## src/rtl/fft_pkg.sv

```systemverilog
// Shared constants, loader state type and the radix-4 digit-sum bank mapping
// used by the FFT input loader and the read-side address generation.
package fft_pkg;

   localparam int unsigned FftLog2N = 11;
   localparam int unsigned FftAw    = FftLog2N - 2;
   localparam int unsigned FftDw    = 16;

   typedef enum logic [1:0] {
      StLoad,
      StFlush,
      StFull
   } loader_state_e;

   // Sum of base-4 digits mod 4; an odd top bit lands in its own digit because the
   // caller zero-extends the index.
   function automatic logic [1:0] digit_sum_bank(input logic [31:0] idx);
      logic [1:0] sum;
      sum = 2'd0;
      for (int j = 0; j < 16; j++) begin
         sum = sum + idx[2*j +: 2];
      end
      return sum;
   endfunction

endpackage

```

## src/rtl/fft_bank_map.sv

```systemverilog
// Combinational index -> {bank, address} for conflict-free radix-4 bank layout.
module fft_bank_map
   import fft_pkg::*;
#(
   parameter int unsigned LOG2N = FftLog2N,
   parameter int unsigned AW    = LOG2N - 2
) (
   input  logic [LOG2N-1:0] idx_i,
   output logic [1:0]       bank_o,
   output logic [AW-1:0]    addr_o
);

   logic [31:0] idx_ext;

   assign idx_ext = 32'(idx_i);
   assign bank_o  = digit_sum_bank(idx_ext);
   assign addr_o  = idx_i[LOG2N-1:2];

endmodule

```

## src/rtl/fft_input_loader.sv

```systemverilog
// Loads one frame of N complex samples into 4 RE/IM banks, then holds until released.
// Optional FFT_BITREV_EN: bit-reverse the sample index before bank mapping.
module fft_input_loader
   import fft_pkg::*;
#(
   parameter int unsigned LOG2N = FftLog2N,
   parameter int unsigned DW    = FftDw,
   parameter int unsigned AW    = LOG2N - 2
) (
   input  logic             iCLK,
   input  logic             iRESET,
   input  logic             iVALID,
   input  logic [DW-1:0]    iDATA_RE,
   input  logic [DW-1:0]    iDATA_IM,
   output logic             oREADY,
   input  logic             iRELEASE,
   output logic             oFULL,
   output logic [LOG2N-1:0] oCOUNT,
   output logic [DW-1:0]    oDATA_RE_0,
   output logic [DW-1:0]    oDATA_RE_1,
   output logic [DW-1:0]    oDATA_RE_2,
   output logic [DW-1:0]    oDATA_RE_3,
   output logic [DW-1:0]    oDATA_IM_0,
   output logic [DW-1:0]    oDATA_IM_1,
   output logic [DW-1:0]    oDATA_IM_2,
   output logic [DW-1:0]    oDATA_IM_3,
   output logic [AW-1:0]    oADDR_WR_0,
   output logic [AW-1:0]    oADDR_WR_1,
   output logic [AW-1:0]    oADDR_WR_2,
   output logic [AW-1:0]    oADDR_WR_3,
   output logic             oWE_0,
   output logic             oWE_1,
   output logic             oWE_2,
   output logic             oWE_3
);

   loader_state_e    state_q, state_d;
   logic [LOG2N-1:0] count_q, count_d;
   logic [LOG2N-1:0] map_idx;
   logic [1:0]       bank;
   logic [AW-1:0]    bank_addr;
   logic [AW-1:0]    addr_q, addr_d;
   logic [3:0]       we_q, we_d;
   logic [DW-1:0]    re_q, re_d;
   logic [DW-1:0]    im_q, im_d;
   logic             accept;
   logic             last;

   assign oREADY = (state_q == StLoad);
   assign accept = iVALID & oREADY;
   assign last   = (count_q == {LOG2N{1'b1}});

`ifdef FFT_BITREV_EN
   always_comb begin
      map_idx = '0;
      for (int b = 0; b < int'(LOG2N); b++) begin
         map_idx[b] = count_q[int'(LOG2N) - 1 - b];
      end
   end
`else
   assign map_idx = count_q;
`endif

   fft_bank_map #(
      .LOG2N (LOG2N),
      .AW    (AW)
   ) u_bank_map (
      .idx_i  (map_idx),
      .bank_o (bank),
      .addr_o (bank_addr)
   );

   always_comb begin
      state_d = state_q;
      count_d = count_q;
      we_d    = '0;
      addr_d  = addr_q;
      re_d    = re_q;
      im_d    = im_q;
      unique case (state_q)
         StLoad: begin
            if (accept) begin
               count_d = count_q + {{(LOG2N-1){1'b0}}, 1'b1};
               we_d    = 4'b0001 << bank;
               addr_d  = bank_addr;
               re_d    = iDATA_RE;
               im_d    = iDATA_IM;
               if (last) begin
                  state_d = StFlush;
               end
            end
         end
         StFlush: begin
            state_d = StFull;
         end
         StFull: begin
            if (iRELEASE) begin
               state_d = StLoad;
               count_d = '0;
            end
         end
         default: begin
            state_d = StLoad;
         end
      endcase
   end

   always_ff @(posedge iCLK or negedge iRESET) begin
      if (!iRESET) begin
         state_q <= StLoad;
         count_q <= '0;
         we_q    <= '0;
         addr_q  <= '0;
         re_q    <= '0;
         im_q    <= '0;
      end else begin
         state_q <= state_d;
         count_q <= count_d;
         we_q    <= we_d;
         addr_q  <= addr_d;
         re_q    <= re_d;
         im_q    <= im_d;
      end
   end

   assign oFULL      = (state_q == StFull);
   assign oCOUNT     = count_q;
   assign oWE_0      = we_q[0];
   assign oWE_1      = we_q[1];
   assign oWE_2      = we_q[2];
   assign oWE_3      = we_q[3];
   assign oADDR_WR_0 = addr_q;
   assign oADDR_WR_1 = addr_q;
   assign oADDR_WR_2 = addr_q;
   assign oADDR_WR_3 = addr_q;
   assign oDATA_RE_0 = re_q;
   assign oDATA_RE_1 = re_q;
   assign oDATA_RE_2 = re_q;
   assign oDATA_RE_3 = re_q;
   assign oDATA_IM_0 = im_q;
   assign oDATA_IM_1 = im_q;
   assign oDATA_IM_2 = im_q;
   assign oDATA_IM_3 = im_q;

endmodule

```

## config.mk

```make
export PLATFORM = sky130hd
export DESIGN_NAME = fft_input_loader
export DESIGN_NICKNAME = d
export VERILOG_FILES = /design/src/rtl/fft_pkg.sv /design/src/rtl/fft_bank_map.sv /design/src/rtl/fft_input_loader.sv
export SDC_FILE = /design/constraint.sdc
export NUM_CORES = 1
export LEC_CHECK = 0
export CAP_MARGIN = 20
export CORE_ASPECT_RATIO = 0.5
export CORE_UTILIZATION = 40
export DETAILED_ROUTE_END_ITERATION = 16
export PLACE_DENSITY = 0.87
export SLEW_MARGIN = 40
export SYNTH_ARGS = -nofsm -noshare
export SYNTH_HDL_FRONTEND = slang
export SYNTH_SLANG_ARGS = --single-unit
```

## constraint.sdc

```tcl
create_clock -name iCLK -period 4.15 [get_ports iCLK]
set_clock_uncertainty 0.1 [all_clocks]
set_input_delay 0.83 -clock iCLK [delete_from_list [all_inputs] [get_ports iCLK]]
set_output_delay 0.83 -clock iCLK [all_outputs]
set_load 0.05 [all_outputs]
```

# After elaboration in Yosys (flattened, before gate mapping)
# Index checks and enable logic that the tools add are counted.
[classes] n_addsub=6 bitwise=1 reduce_logical=5 n_eq_ne=6 n_shift=1 mux=9
[ops] op="$mux W11" count=2
[ops] op="$pmux W11 S2" count=1
[ops] op="$add A11 B1 Y11 const B" count=1
[ops] op="$eq A11 B11 Y1 const B" count=1
[ops] op="$add A2 B2 Y2" count=4
[ops] op="$mux W4" count=2
[ops] op="$mux W2" count=3
[ops] op="$pmux W2 S3" count=1
[ops] op="$reduce_and A3 Y1" count=2
[ops] op="$ne A2 B1 Y1 const B" count=2
[ops] op="$shl A1 B2 Y4 const A" count=1
[ops] op="$add A2 B1 Y2" count=1
[ops] op="$eq A2 B1 Y1 const B" count=1
[ops] op="$eq A2 B2 Y1 const B" count=1
[ops] op="$logic_not A2 Y1" count=1
[ops] op="$ne A2 B2 Y1 const B" count=1
[ops] op="$reduce_and A2 Y1" count=1
[ops] op="$reduce_bool A2 Y1" count=1
[ops] op="$and A1 B1 Y1" count=1
[totals] out_inout_bits=181 register_bits=58 input_bits=36 elab_cells=34

# Depth between registers and ports, before layout
# Gate-level depths: netlist of run 1.
[logic_depth] ltp_word=8 ltp_mapped=9

# By module
# Synthesis of run 1 repeated with hierarchy kept, for this count alone.
[unflattened] hier_cells=401 area_unflattened_um2=3465.8
[by_module_without_submodules] mod="fft_input_loader" n_inst=1 area_per_inst_um2=3269.4 cells_each=378
[by_module_without_submodules] mod="fft_bank_map" n_inst=1 area_per_inst_um2=196.4 cells_each=23

# Least setup slack after synthesis of run 1
# No wires, ideal clock.
[synth_path] path_kind="register -> register" startpoint="register count_q[0] (netlist: oCOUNT[0])" endpoint="register we_q[2]" setup_time_ns=0.133 path_buffers=0 arrival_ns=2.598 t_required_ns=3.917 slack_ns=1.319 stages_incl_launch_ff=10 cell_sequence="dfrtp_1 fa_1 inv_1 fa_1 inv_1 ha_1 xnor2_1 xnor2_1 xor2_1 nor3_1"
[synth_between] elab_chain_cells=8
[synth_lines] element="start: declaration" line_no="fft_input_loader.sv:38" text="logic [LOG2N-1:0] count_q, count_d;"
[synth_lines] element="start signal: assignment" line_no="fft_input_loader.sv:118" text="count_q <= count_d;"
[synth_lines] element="$add A2 B2 Y2 (4 in a row)" line_no="fft_pkg.sv:21" text="sum = sum + idx[2*j +: 2];"
[synth_lines] element="$add A2 B1 Y2" line_no="fft_pkg.sv:21"
[synth_lines] element="$shl A1 B2 Y4" line_no="fft_input_loader.sv:84" text="we_d = 4'b0001 << bank;"
[synth_lines] element="$mux W4" line_no="fft_input_loader.sv:82" text="if (accept) begin"
[synth_lines] element="$mux W4" line_no="fft_input_loader.sv:80" text="unique case (state_q)"
[synth_lines] element="net we_d[2]" line_no="fft_input_loader.sv:43" text="logic [3:0] we_q, we_d;"
[synth_lines] element="end signal: assignment" line_no="fft_input_loader.sv:119" text="we_q <= we_d;"
[synth_lines] element="end: declaration" line_no="fft_input_loader.sv:43"
# The timed path passes the listed nets, and every way through them passes these cells.
# A chain may end at the register's enable or synchronous reset.

# Worst setup path after layout of run 1
[layout_path] startpoint="register state_q[0]" endpoint="output port oFULL"
[layout_between] elab_chain_cells=1
[layout_lines] element="start: declaration" line_no="fft_input_loader.sv:37" text="loader_state_e state_q, state_d;"
[layout_lines] element="start signal: assignment" line_no="fft_input_loader.sv:110" text="state_q <= StLoad;"
[layout_lines] element="start signal: assignment" line_no="fft_input_loader.sv:117" text="state_q <= state_d;"
[layout_lines] element="$eq A2 B2 Y1" line_no="fft_input_loader.sv:126" text="assign oFULL = (state_q == StFull);"
[layout_lines] element="end: declaration" line_no="fft_input_loader.sv:17" text="output logic oFULL,"
# Every way passes these cells.

==> results of run 1 <==
-- sequential cells by signal, indices dropped and copies added (netlist names) --
signal	cells
oADDR_WR_0	9
oCOUNT	11
oDATA_IM_0	16
oDATA_RE_0	16
state_q	2
we_q	4
-- worst register-to-register path, stage by stage, from the launching register on --
cell,delay (ns)
dfrtp_1,0.47
fa_1,0.56
inv_1,0.05
fa_1,0.47
inv_1,0.04
ha_1,0.18
xnor2_1,0.13
xnor2_1,0.26
xnor2_1,0.15
nor3_1,0.21
-- cells in the mapped netlist, drive strengths merged --
library cell,number
buf,131
a21oi,1
mux2,1
nor3b,1
dfrtp,58
nand3,2
and2,1
fa,2
inv,5
nand4,5
o41ai,1
nor2b,2
nor4,2
or2,1
o21bai,1
nor3,5
o22a,1
mux2i,1
nand3b,1
nor2,12
and3,2
ha,2
xor2,4
clkbuf,4
nand2b,1
xnor2,10
nand2,125
o21ai,3
a22o,2
-- kinds of logic after synthesis --
group | count (synthesis) | synth area share [%]
and+or+nand+nor | 160 | 19.5
buffers and inverters | 140 | 29.4
DFF | 58 | 42.9
xor gates and xnor gates | 14 | 3.62
AOI/OAI and AO/OA | 9 | 2.07
adders and majority gates | 4 | 1.92
muxes | 2 | 0.628
-- worst max path at each step --
stage	endpoint	slack, ns	cells after the start
floorplan	we_q[2]	1.32	9
global placement	oADDR_WR_0[2]	1.40	5
detailed placement	we_q[2]	1.49	9
CTS	oFULL	1.29	2
global route	oFULL	1.24	2
finish	oFULL	1.28	2
-- power breakdown --
| group | switching (W) | internal, W |
|---|---|---|
| combinational | 0.00114 | 0.000543 |
| clock | 0.000230 | 0.000508 |
| sequential | 0.000130 | 0.000657 |
-- final cells by class --
type / count / area [µm²] / area share [%]
clock inverter: 2 / 35.0 / 0.694
clock buffer: 13 / 270 / 5.35
multi-input combinational: 189 / 947 / 18.8
tap: 112 / 140 / 2.78
timing repair buffer: 220 / 2190 / 43.3
inverter: 5 / 18.8 / 0.372
sequential: 58 / 1450 / 28.7
-- through the flow --
step	hold WS [ns]	total power [W]
after floorplan	0.434	0.00210
after global placement	0.424	0.00245
after detailed placement	0.446	0.00248
after CTS	0.389	0.00323
after global routing	0.415	0.00334
final	0.384	0.00320
-- per-layer routing --
metal / share of wire [%] / GRT usage, %
met1: 40 / 20.0
met2: 55 / 33.9
met3: 3.3 / 5.40
met4: 1.4 / 6.98
met5: 0 / 0
==> results.sh, run 1 <==
export IMPL_status="completed"
export IMPL_numCtsBuffers=9
export IMPL_cts_resized_gates=0
export IMPL_routedWlPerCell_um=13.7
export IMPL_path_class="register to output port"
export IMPL_num_rows=23
export IMPL_syn_inst=387
export IMPL_core_area_um2=8090
export IMPL_fin_area_um2=5050
export IMPL_crit_family="buffers and inverters"
export IMPL_drc=0
export IMPL_vias=2602
export IMPL_grt_pass1_wl_mm=12.1
export IMPL_grt_overflow_total=0
export IMPL_slew_viol_final=0
export IMPL_finalCritPeriodShare_pct=69.1
export IMPL_cp_startpoint="state_q[0]"
export IMPL_vdd_drop_max_mv=0.315
export IMPL_grt_setup_unrepaired="false"
export IMPL_synth_top_area_share_pct=42.9
export IMPL_start_util_pct=41.9
export IMPL_nets=523
export IMPL_syn_area_um2=3380
export IMPL_n_antenna_cell=0
export IMPL_root_buffer="clkbuf_16"
export IMPL_final_cells=599
export IMPL_hp_class="input pin to asynchronous set/reset pin"
export IMPL_synth_area_leaders="dfrtp_1, buf_4, nand2_1, xnor2_1, nor2_1"
export IMPL_drt_initial_drc_count=133
export IMPL_ys_ff_latch=58
export IMPL_drt_pass1_iterations=4
export IMPL_fin_tns_setup_ns=0
export IMPL_crit_arrival_ns=1.94
export IMPL_ys_types=33
export IMPL_worst_pin_slew_ns=0.633
export IMPL_r2r_start="oCOUNT[0]"
export IMPL_clk_latency_ns=0.32
export IMPL_cts_num_sinks=58
export IMPL_cp_buffers_inverters=1
export IMPL_setup_viol=0
export IMPL_fill_cells=644
export IMPL_dpl_cell_area_um2=4740
export IMPL_hpwl_mm=6.17
export IMPL_fin_crit_ns=2.87
export IMPL_layout_setup_ws_ns=1.28
export IMPL_cap_violations=0
export IMPL_syn_mean_instance_area_um2=8.75
export IMPL_cp_cell_sequence="nor2b_2, clkdlybuf4s50_1"
export IMPL_gr_usage_all_layers_pct=18.2
export IMPL_worst_r2r_cell_count=9
export IMPL_clkTransAtPathRegs_ns=0.05
export IMPL_worst_setup_path_end_kind="output port"
export IMPL_areaGrowthSynthToFinish_pct=49.2
export IMPL_finalHoldViolations=0
export IMPL_chipWidth_um=132
export IMPL_grt_pass1_vias=2341
export IMPL_required_ns=3.22
export IMPL_synth_area_leader_cell="dfrtp_1"
export IMPL_cts_buffer_depth=2
export IMPL_crit_slowest_cell="clkdlybuf4s50_1"
export IMPL_max_slew_margin_pct=57.7
export IMPL_postCtsSetupBuffers=0
export IMPL_yosysWarnings=0
export IMPL_power_per_cell_area_nw_per_um2=635
export IMPL_cp_start_kind="register"
export IMPL_post_route_util_pct=62.4
export IMPL_drive_above_1_share_pct=4.93
export IMPL_grt_max_degree=36
export IMPL_preCtsSetupSlack_ns=1.49
export IMPL_critPathMaxStageDelay_ns=0.86
export IMPL_ys_seq_area_share_pct=42.9
export IMPL_grt_antenna_before_repair=0
export IMPL_path_max_fanout=7
export IMPL_dieArea_um2=8860
export IMPL_max_freq_mhz=349
export IMPL_portBuffers=216
export IMPL_die_y_um=67.0
export IMPL_r2r_setup_slack_ns=1.43
export IMPL_cts_tree="yes"
export IMPL_htree_levels=3
export IMPL_mostFrequentLayoutCell="clkdlybuf4s50_1"
export IMPL_hold_buffers=0
export IMPL_reg2reg_to="we_q[0]"
export IMPL_final_antenna_net_count=0
export IMPL_drt_wl_total_mm=8.21
export IMPL_final_cell_mix="clkdlybuf4s50_1, nand2_1, dfrtp_1, nor2_1, xnor2_1"
export IMPL_synth_net_count=427
export IMPL_p_leak_nw=2.24
export IMPL_io_pins=217
export IMPL_via_per_inst=4.34
export IMPL_gp_congestion=0.844
export IMPL_dp_cells=584
(Power assumes the default switching activity.)
==> inputs of run 2 (changes only) <==
- CORE_UTILIZATION: 40 -> 37
- PLACE_DENSITY: 0.87 -> 0.82
- clock period: 4.15 -> 2.66 ns (I/O delays scaled with it)
==> results.sh, run 2 (synthesis results as in run 1) <==
export IMPL_status="completed"
export IMPL_grt_overflow_total=0
export IMPL_fin_tns_setup_ns=0
export IMPL_worst_pin_slew_ns=0.677
export IMPL_required_ns=2.80
export IMPL_chipWidth_um=137
export IMPL_p_sw_share_pct=45.8
export IMPL_max_slew_margin_pct=54.9
export IMPL_finalCritPeriodShare_pct=96.0
export IMPL_p_leak_nw=2.28
export IMPL_root_buffer="clkbuf_16"
export IMPL_drt_pass1_iterations=4
export IMPL_num_rows=24
export IMPL_drt_initial_drc_count=117
export IMPL_seq_area_um2=1460
export IMPL_die_y_um=69.6
export IMPL_p_comb_share_pct=52.1
export IMPL_finalHoldViolations=0
export IMPL_hold_buffers=0
export IMPL_cts_num_sinks=58
export IMPL_path_max_fanout=2
export IMPL_critPathMaxStageDelay_ns=0.57
export IMPL_clkTransAtPathRegs_ns=0.05
export IMPL_dp_cells=593
export IMPL_grt_antenna_before_repair=0
export IMPL_numCtsBuffers=9
export IMPL_cts_buffer_depth=2
export IMPL_worst_setup_path_end_kind="register"
export IMPL_portBuffers=216
export IMPL_grt_pass1_wl_mm=13.1
export IMPL_cts_tree="yes"
export IMPL_crit_slowest_cell="fa_1"
export IMPL_grt_setup_unrepaired="true"
export IMPL_routedWlPerCell_um=13.7
export IMPL_hold_ws_ns=0.142
export IMPL_drive_above_1_share_pct=7.32
export IMPL_hpwl_mm=6.31
export IMPL_final_antenna_net_count=0
export IMPL_max_freq_mhz=392
export IMPL_vias=2667
export IMPL_final_cell_mix="clkdlybuf4s50_1, nand2_1, dfrtp_1, nor2_1, clkbuf_16"
export IMPL_power_switching_w=0.00237
export IMPL_drt_wl_total_mm=8.34
export IMPL_p_int_w=0.00281
export IMPL_pwr_share_clk_pct=24.6
export IMPL_dieArea_um2=9560
export IMPL_gp_congestion=0.776
export IMPL_n_antenna_cell=0
export IMPL_nets=527
export IMPL_path_class="register to register"
export IMPL_crit_family="adder cells"
export IMPL_start_util_pct=38.5
export IMPL_io_pins=217
export IMPL_cp_buffers_inverters=2
export IMPL_power_total_w=0.00518
export IMPL_hp_class="input pin to asynchronous set/reset pin"
export IMPL_cp_start_kind="register"
export IMPL_htree_levels=3
export IMPL_power_per_cell_area_nw_per_um2=1010
export IMPL_grt_max_degree=46
export IMPL_areaGrowthSynthToFinish_pct=52.2
export IMPL_crit_arrival_ns=2.69
export IMPL_setup_viol=0
export IMPL_gr_usage_all_layers_pct=18.1
export IMPL_cp_cell_sequence="fa_1, inv_2, fa_1, inv_1, ha_2, xnor2_2, xnor2_2, xor2_1, nor3_1"
export IMPL_mostFrequentLayoutCell="clkdlybuf4s50_1"
export IMPL_cap_violations=0
export IMPL_layout_setup_ws_ns=0.106
export IMPL_drc=0
export IMPL_fill_cells=735
export IMPL_via_per_inst=4.38
export IMPL_slew_viol_final=0
export IMPL_pwr_share_seq_pct=23.3
export IMPL_core_area_um2=8800
export IMPL_clk_latency_ns=0.33
export IMPL_multi_input_area_um2=962
export IMPL_vdd_drop_max_mv=0.439
export IMPL_postCtsSetupBuffers=0
export IMPL_final_cells=609
export IMPL_fin_crit_ns=2.55
export IMPL_grt_pass1_vias=2532
export IMPL_preCtsSetupSlack_ns=0.0826
## run 2: cell count changes in the layout (fill, tap and decap cells not counted), moves of 2 or more
cell     delta
buf_4       +3
dfrtp_1     -3
dfrtp_2     +3
xnor2_1     -2
xnor2_2     +2
## run 2: cell type report
cell class	instances	area share [%]
tap	117	2.84
inverter	5	0.364
clock inverter	4	1.41
clock buffer	12	5.17
timing repair buffer	224	43.3
multi-input combinational	189	18.7
sequential	58	28.2
## run 2: power by group through the flow
stage	Combinational [W]	Clock, W	Sequential (W)
floorplan	0.00162	0	0.00167
global placement	0.00267	0	0.00120
detailed placement	0.00270	0	0.00122
CTS	0.00271	0.00129	0.00121
global route	0.00282	0.00134	0.00123
finish	0.00270	0.00128	0.00121
## run 2: repair_timing
item | in CTS | in global routing
gates resized for setup | 0 | 1
endpoints found under the hold margin | 0 | 0
setup endpoints to repair | 0 | 2
## run 2: final timing paths
path                       depth (start not counted)             end  slack (ns)          start
setup / recovery                                   9         we_q[2]        0.11      oCOUNT[6]
hold / removal                                     1      state_q[1]        0.14         iRESET
setup reg to reg                                   9         we_q[2]        0.11      oCOUNT[6]
hold reg to reg                                    2   oDATA_IM_0[1]        0.45  oDATA_IM_0[1]
max in group asynchronous                          2  oDATA_IM_0[15]        1.72         iRESET
min in group iCLK                                  2   oDATA_IM_0[1]        0.45  oDATA_IM_0[1]
## run 2: per-layer routing
metal	up-vias	global-route usage, %	wire length, µm
met5	-	0	0
met4	0	7.20	142
met3	14	4.75	343
met2	64	32.5	4650
met1	1313	20.3	3200
li1	1276	-	-
## run 2: through the flow
step	utilization, %	instance area [µm²]
final	58.5	5150
after floorplan	-	3410
after global routing	58.5	5150
after global placement	54.7	4810
after CTS	58.5	5150
after detailed placement	54.7	4810
==> patch, RTL diff (flow settings as in run 2) <==
`FftDw`: 16 -> 15.
--- a/src/rtl/fft_pkg.sv
+++ b/src/rtl/fft_pkg.sv
@@ -4,7 +4,7 @@
 
    localparam int unsigned FftLog2N = 11;
    localparam int unsigned FftAw    = FftLog2N - 2;
-   localparam int unsigned FftDw    = 16;
+   localparam int unsigned FftDw    = 15;
 
    typedef enum logic [1:0] {
       StLoad,
Interface: changed (10 resized); port bits go from 217 to 207. The function was not compared with the original's and may differ.
==> patch against run 2 <==
Worst setup slack worse by 43 ps; area after synthesis down 3.5%; via count down 7.1%; die area down 3.4%; highest routed layer unchanged; largest cell class unchanged; sequential cell count down 2; wire length down 4.8%; total power down 12%; final area down 6.9%.
==> patch: results (changes against run 2) <==
| Metric | Value |
|---|---|
| H-tree depth | 2 (was 3) |
| Layout cells sized above 1 | 0.0600 (was 0.0732) |
| Met1 global-route usage | 0.206 (was 0.203) |
| Port bufs | 206 (was 216) |
| Crit path arrival time | 2700 ps (was 2690 ps) |
| Largest net degree at the start of global routing | 44 (was 46) |
| GR Util met3 | 0.0319 (was 0.0475) |
| Met2 Use GR | 0.298 (was 0.325) |
| Max VDD drop | 342 µV (was 439 µV) |
| Final setup vio count | 0 (unchanged) |
| DP Wirelength | 6160 µm (was 6310 µm) |
| Vias per cell | 4.28 (was 4.38) |
| Top post-synthesis cells by area | dfrtp_1 (43%), buf_4 (27%), nand2_1 (14%) (unchanged) |
| Nets | 504 (was 527) |
| P_leak | 2.12 nW (was 2.28 nW) |
| Gpl congestion | 0.773 (was 0.776) |
| Status | completed (unchanged) |
| Top post-synthesis cells by count | nand2_1 (119), buf_4 (118), dfrtp_1 (56), nor2_1 (12), xnor2_1 (10) (was nand2_1 (125), buf_4 (123), dfrtp_1 (58), nor2_1 (12), xnor2_1 (10)) |
| Cts bufs inserted | 5 (was 9) |
| Clock root cell | clkbuf_16 (unchanged) |
| Final wirelength | 7940 µm (was 8340 µm) |
| Vias in the first global route | 2189 (was 2532) |
| 1st-iter DRT viols | 109 (was 117) |
| Syn Nets | 410 (was 427) |
| Clk_lat worst skew | 290 ps (was 330 ps) |
| Post-synthesis sequential area ratio | 0.429 (about the same) |
-- patch: changes by cell type in the layout (fill, tap and decap cells not counted), sizes merged, moves of 2 or more --
cell and change:
buf +2, clkbuf -6, clkdlybuf4s50 -11, dfrtp -2, nand2 -6
-- patch: metal layers --
layer,vias up,part of all wire
met5,-,0
met4,0,0.0084
met3,5,0.030
met2,45,0.54
met1,1204,0.42
li1,1223,-
-- patch: power by group --
part           switching (W)  internal [W]
clock network       0.000292      0.000443
logic                0.00178      0.000864
registers           0.000173      0.000992
total                0.00224       0.00230
-- patch: area by class of cell --
class	instances	area, µm²
flip-flops and latches	56	1410
clock inverters	2	35.0
clock buffers	6	129
multi-input cells	183	943
inverters	5	18.8
repair buffers	215	2120
fillers	745	3490
well taps	112	140
-- patch: repair_timing --
action                                  4_1_cts  5_1_grt
hold buffers                                  0        0
resized for setup                             0        0
endpoints found under the setup margin        0        2
endpoints found under the hold margin         0        0
-- patch: path summary, 6_finish.rpt --
path | start | depth (start not counted) | endpoint | slack (ps)
max in group asynchronous | iRESET | 2 | oDATA_IM_0[13] | 1790
worst max-delay path | oCOUNT[2] | 9 | we_q[2] | 60
min in group iCLK | oDATA_IM_0[11] | 2 | oDATA_IM_0[11] | 440
worst max register to register | oCOUNT[2] | 9 | we_q[2] | 60
worst min register to register | oDATA_IM_0[11] | 2 | oDATA_IM_0[11] | 440
worst min-delay path | iRESET | 1 | oCOUNT[1] | 40
-- patch: logic make-up after synthesis --
kind of cell             Yosys count  synth area share
buffers and inverters            133             0.289
AO/OA/AOI/OAI                      9            0.0215
AND/OR/NAND/NOR                  154             0.196
multiplexers                       2           0.00651
XOR/XNOR                          14            0.0375
adder cells (fa/ha/maj)            4            0.0199
flip-flops                        56             0.429
-- patch: metrics by stage --
| stage | utilization | setup TNS [ps] | worst slack [ps] | power [W] | std cells |
|---|---|---|---|---|---|
| 5_1_grt | 0.578 | -30.8 | -29.1 | 0.00475 | 579 |
| 4_1_cts | 0.578 | 0 | 44.5 | 0.00458 | 579 |
| 2_1_floorplan | - | 0 | 5.83 | 0.00320 | 372 |
| 3_3_place_gp | 0.559 | 0 | 162 | 0.00378 | 571 |
| 6_report | 0.578 | 0 | 63.4 | 0.00454 | 579 |
| 3_5_place_dp | 0.559 | 0 | 104 | 0.00382 | 571 |
-- patch: worst max-delay path: stages (launching register included) --
cell     delay [ps]
dfrtp_2         420
fa_1            530
inv_1            50
fa_1            470
inv_1            40
ha_2            170
xnor2_2         140
xnor2_2         160
xor2_1          190
nor3_1          230
